`src/rtl/if_id_stage.sv`:
```
// IF/ID pipeline register for the 5-stage MIPS core: load-use stall detection,
// branch squash, instruction field decode and saturating stall/flush counters.
module if_id_stage #(
  parameter int DATA_W = 32,
  parameter int CNT_W  = 16
) (
  input  logic              Clk,
  input  logic              Reset,
  input  logic              PCSrc,
  input  logic [DATA_W-1:0] if_pc_in,
  input  logic [DATA_W-1:0] if_instruction_in,
  input  logic              ex_MemRead,
  input  logic [4:0]        ex_rt,
  output logic              PCWrite,
  output logic              id_bubble,
  output logic              id_valid,
  output logic [DATA_W-1:0] id_pc,
  output logic [DATA_W-1:0] id_instruction,
  output logic [5:0]        id_opcode,
  output logic [4:0]        id_rs,
  output logic [4:0]        id_rt,
  output logic [4:0]        id_rd,
  output logic [4:0]        id_shamt,
  output logic [5:0]        id_funct,
  output logic [DATA_W-1:0] id_imm_sext,
  output logic [CNT_W-1:0]  stall_count,
  output logic [CNT_W-1:0]  flush_count
);

  logic [DATA_W-1:0] pc_q, pc_d;
  logic [DATA_W-1:0] instr_q, instr_d;
  logic              valid_q, valid_d;
  logic [CNT_W-1:0]  stallCnt_q, stallCnt_d;
  logic [CNT_W-1:0]  flushCnt_q, flushCnt_d;
  logic              hazard;

  // A squashed slot has valid_q = 0, so it can never trigger a stall.
  assign hazard = valid_q & ex_MemRead & (ex_rt != 5'd0) &
                  ((ex_rt == instr_q[25:21]) | (ex_rt == instr_q[20:16]));

  always_comb begin
    pc_d       = pc_q;
    instr_d    = instr_q;
    valid_d    = valid_q;
    stallCnt_d = stallCnt_q;
    flushCnt_d = flushCnt_q;
    if (PCSrc) begin
      pc_d    = if_pc_in;
      instr_d = '0;
      valid_d = 1'b0;
      if (flushCnt_q != {CNT_W{1'b1}})
        flushCnt_d = flushCnt_q + CNT_W'(1);
    end else if (hazard) begin
      if (stallCnt_q != {CNT_W{1'b1}})
        stallCnt_d = stallCnt_q + CNT_W'(1);
    end else begin
      pc_d    = if_pc_in;
      instr_d = if_instruction_in;
      valid_d = 1'b1;
    end
  end

  always_ff @(posedge Clk) begin
    if (Reset) begin
      pc_q       <= '0;
      instr_q    <= '0;
      valid_q    <= 1'b0;
      stallCnt_q <= '0;
      flushCnt_q <= '0;
    end else begin
      pc_q       <= pc_d;
      instr_q    <= instr_d;
      valid_q    <= valid_d;
      stallCnt_q <= stallCnt_d;
      flushCnt_q <= flushCnt_d;
    end
  end

  // A taken branch still lets the target load; the held ID instruction is bubbled regardless.
  assign PCWrite   = Reset | PCSrc | ~hazard;
  assign id_bubble = ~Reset & hazard;

  assign id_valid       = valid_q;
  assign id_pc          = pc_q;
  assign id_instruction = instr_q;
  assign id_opcode      = instr_q[31:26];
  assign id_rs          = instr_q[25:21];
  assign id_rt          = instr_q[20:16];
  assign id_rd          = instr_q[15:11];
  assign id_shamt       = instr_q[10:6];
  assign id_funct       = instr_q[5:0];
  assign id_imm_sext    = {{(DATA_W-16){instr_q[15]}}, instr_q[15:0]};
  assign stall_count    = stallCnt_q;
  assign flush_count    = flushCnt_q;

endmodule

```
`config.mk`:
```
export PLATFORM = sky130hd
export DESIGN_NAME = if_id_stage
export DESIGN_NICKNAME = d
export VERILOG_FILES = /design/src/rtl/if_id_stage.sv
export SDC_FILE = /design/constraint.sdc
export NUM_CORES = 1
export LEC_CHECK = 0
export CAP_MARGIN = 10
export CORE_UTILIZATION = 42
export CTS_CLUSTER_SIZE = 10
export DETAILED_ROUTE_END_ITERATION = 8
export PLACE_DENSITY_LB_ADDON = 0.12
export SETUP_SLACK_MARGIN = 0.4
export SKIP_LAST_GASP = 1
export SYNTH_ARGS = -nofsm -noshare
export SYNTH_HDL_FRONTEND = slang
export SYNTH_SLANG_ARGS = --single-unit
```
`constraint.sdc`:
```
create_clock -name Clk -period 2.4 [get_ports Clk]
set_input_delay 0.48 -clock Clk [delete_from_list [all_inputs] [get_ports Clk]]
set_output_delay 0.48 -clock Clk [all_outputs]
set_load 0.01 [all_outputs]
```
==> results.md <==
* Worst path slowest cell: or4_4
* CP Capture Type: output pin
* Max Cap Viol at 0
* 1st-iter DRT viols at approximately 300
* Finished Cell Area at about 0.0076 mm^2
* Kind of critical path: input pin to output pin
* HP Class: flip-flop to flip-flop
* Final ANT Viol Nets at 0
* RSZ-0062 raised after global routing: yes
* Hold path cells at 2
* Post-Synthesis Cells at between 500 and 600
* Commonest cells after routing, fill and taps aside: 226 x clkdlybuf4s50_1, 84 x dfxtp_1, 65 x nand2b_1, 46 x nand3_1, 42 x o21ai_0
* Initial antenna violation count at 0
* Layout Cells excl Fill at 890
* Post-synthesis sequential area ratio at between 30% and 40%
* Mapped Area at just over 0.005 mm^2
* Placed cell count at 868
* TritonCTS clock tree: done
* CTS Root Cell: clkbuf_16
* Worst Hold Path EP: id_pc[6]$_SDFFE_PP0P_
* Clk sinks at 97
* Synth area leaders: dfxtp_1 39%, buf_4 9.6%, nand2b_1 8.1%
* Die height at 111.4 um
* CP required at about 1.9 ns
* DP Area at between 0.007 and 0.008 mm^2
* Max VDD drop at 0.3925 mV
* Critical path, cell by cell: buf_6 > or4_4 > o211a_4 > nand3_4 > buf_6
* CTS buffer count at 9
* P_leak at 2.629 nW
* Share of layout cells above drive strength 1 at 12.45%
* Slowest cell delay on critical path at 0.56 ns
* Final worst path period need at 2.047 ns
* Die X at 111.4 um
* Average cell area after synthesis at 8.884 um^2
* Buf/Inv on CP at 2
* Reg-to-Reg End: stall_count[15]$_SDFFE_PP0P_
* CP Launch Type: input pin
* H-tree depth at 3
* # hold bufs at CTS at 0
* Fraction of registers with async set/reset at 0%
* Drt drc at 41
* GRT Residual Overflow at 0
* Drt first pass iters at 6
* F_max at roughly 0.5 GHz
* Worst-case clock skew at 0.005690 ns
* Failing checks: DRC
* Largest net degree at the start of global routing at 69
* Wire per inst at 15.77 um
* HPWL after DPL at 10080 um
* Crit-path most repeated cell: buf_6
* Yosys reg bits at 97
* Die footprint at 0.01241 mm^2
* # nets final at 817
* Clk Latency, worst-skew pair at between 0.3 and 0.4 ns
* Relative slew slack at between 60% and 70%
* R2R cell count at 6
* Power Density at 497.4 mW/mm^2
* Synth Warn # at 0
* Vias/cell at 5.243
* Clock-pin slew on the worst setup and hold paths at ~0.060 ns
* Fill cells at 1026
* Vias in the first global route at 4466
* Reg2reg start: stall_count[0]$_SDFFE_PP0P_
* Final WL at ~14000 um
* Cell variety after synth at 46
* Area added between synthesis and finish at 51.16%
* Worst slew pin tran at 0.4535 ns
* Final Hold Fails at 0
* Via count at 4666
* Cell taking the most area after synthesis: dfxtp_1
* Top-area cell type share of the netlist area at between 30% and 40%
* Register-to-register setup slack at ~0.48 ns
* Number of flops mapped to enable cells by yosys at 0
* CP max FO at 2
* Status: finished with violations
* WHS at 0.4756 ns
* Endpoints failing setup at 0
* Site Rows at 39
* # IOs at 236
* GRT Util Overall at 22.63%
* Pre-CTS setup slack at -0.4767 ns
* HP Start: id_pc[6]$_SDFFE_PP0P_
* Top_reg_cell synth: dfxtp_1
* Placer Congestion at 0.8624
* TNS Setup at 0 ns
* Ratio of final minimum period to clock period at 85.30%
* IO Port Bufs at about 240
* Initial Util at a little over two fifths
* Most common cell after layout, fill and taps aside: clkdlybuf4s50_1
* Core region area at 0.01156 mm^2
* Worst Path Arrival at about 1.6 ns
* Clock buffer depth at 2
* Final setup margin at 0.3527 ns
* Crit path max-delay family: simple AND/OR/NAND/NOR gates
* Final Max Slew Viols at 0
* Syn Nets at roughly 640
* First-pass GRT wire length at 22740 um
* Antenna diode count at 0
==> logic make-up after synthesis <==
| family | count (synthesis) | synth area share [%] |
|---|---|---|
| AND/OR/NAND/NOR | 205 | 23.51 |
| AO/OA/AOI/OAI | 104 | 13.34 |
| buffers and inverters | 101 | 13.04 |
| flip-flops | 97 | 38.62 |
| multiplexers | 38 | 7.688 |
| XOR/XNOR | 19 | 3.309 |
| adder cells (fa/ha/maj) | 2 | 0.4976 |
==> layer usage <==
layer	vias to the layer above	global-route usage, %	wire, um
li1	2261	-	-
met1	2195	25.20	5502
met2	179	41.42	7266
met3	31	5.171	919
met4	0	9.279	345
met5	-	0	0
==> flip-flops by register name (all words and copies together), names as in the netlist <==
signal          count
id_valid            1
stall_count        16
id_instruction     32
id_pc              32
flush_count        16
==> area by class of cell <==
type	count	area, um^2	share of cell area (%)
well taps	143	178.9	2.354
flip-flops and latches	97	1963	25.83
clock inverters	5	55.05	0.7243
repair buffers	264	2571	33.83
inverters	2	7.507	0.09877
multi-input cells	368	2582	33.98
clock buffers	11	242.7	3.193
==> how the worst max path moves through the flow <==
stage               slack, ns                            start  depth (start not counted)   endpoint
floorplan                0.22                         ex_rt[1]                          6    PCWrite
global placement        -0.43                         ex_rt[1]                          5    PCWrite
detailed placement      -0.48                         ex_rt[1]                          7  id_bubble
CTS                      0.35                         ex_rt[3]                          5    PCWrite
global route             0.32  id_instruction[16]$_SDFFE_PP0N_                          5  id_bubble
finish                   0.35                         ex_rt[3]                          5    PCWrite
==> repair_timing <==
item                       in CTS  in global routing
pin swaps                       8                  8
gates resized for setup        44                 23
hold endpoints to repair        0                  0
setup endpoints to repair     101                 17
setup buffers                   1                  5
==> stage by stage <==
step	total power, W	utilization (%)
global route	0.003942	65.73
floorplan	0.002027	-
CTS	0.003815	64.57
finish	0.003781	65.73
detailed placement	0.002348	61.56
global placement	0.002335	61.56
==> worst reg2reg max path, cell delays in order (launching register included) <==
cell	delay, ns
dfxtp_2	0.35
ha_1	0.21
and3_2	0.27
a311oi_4	0.29
nand4_1	0.17
or4_4	0.44
a21oi_1	0.14
==> cell usage after synthesis (6+ instances only) <==
cell,count
dfxtp_1,97
nand2b_1,65
buf_4,64
nand3_1,48
o21ai_0,42
mux2i_1,33
a21boi_0,24
clkbuf_1,23
nor2_1,20
a21oi_1,14
xnor2_1,12
nand4_1,11
nand2_1,9
a21boi_1,8
nor3_1,8
or3_1,8
and4_1,7
nor2b_1,7
xor2_1,7
and3_1,6
==> where the power goes <==
part	total [W]	leakage, nW	switching (W)	internal (W)
registers	0.00172	0.802	0.0000513	0.00167
logic	0.000613	1.69	0.000246	0.000366
clock network	0.00145	0.142	0.000617	0.000833
Note: power is estimated with default switching activity, not from simulation.
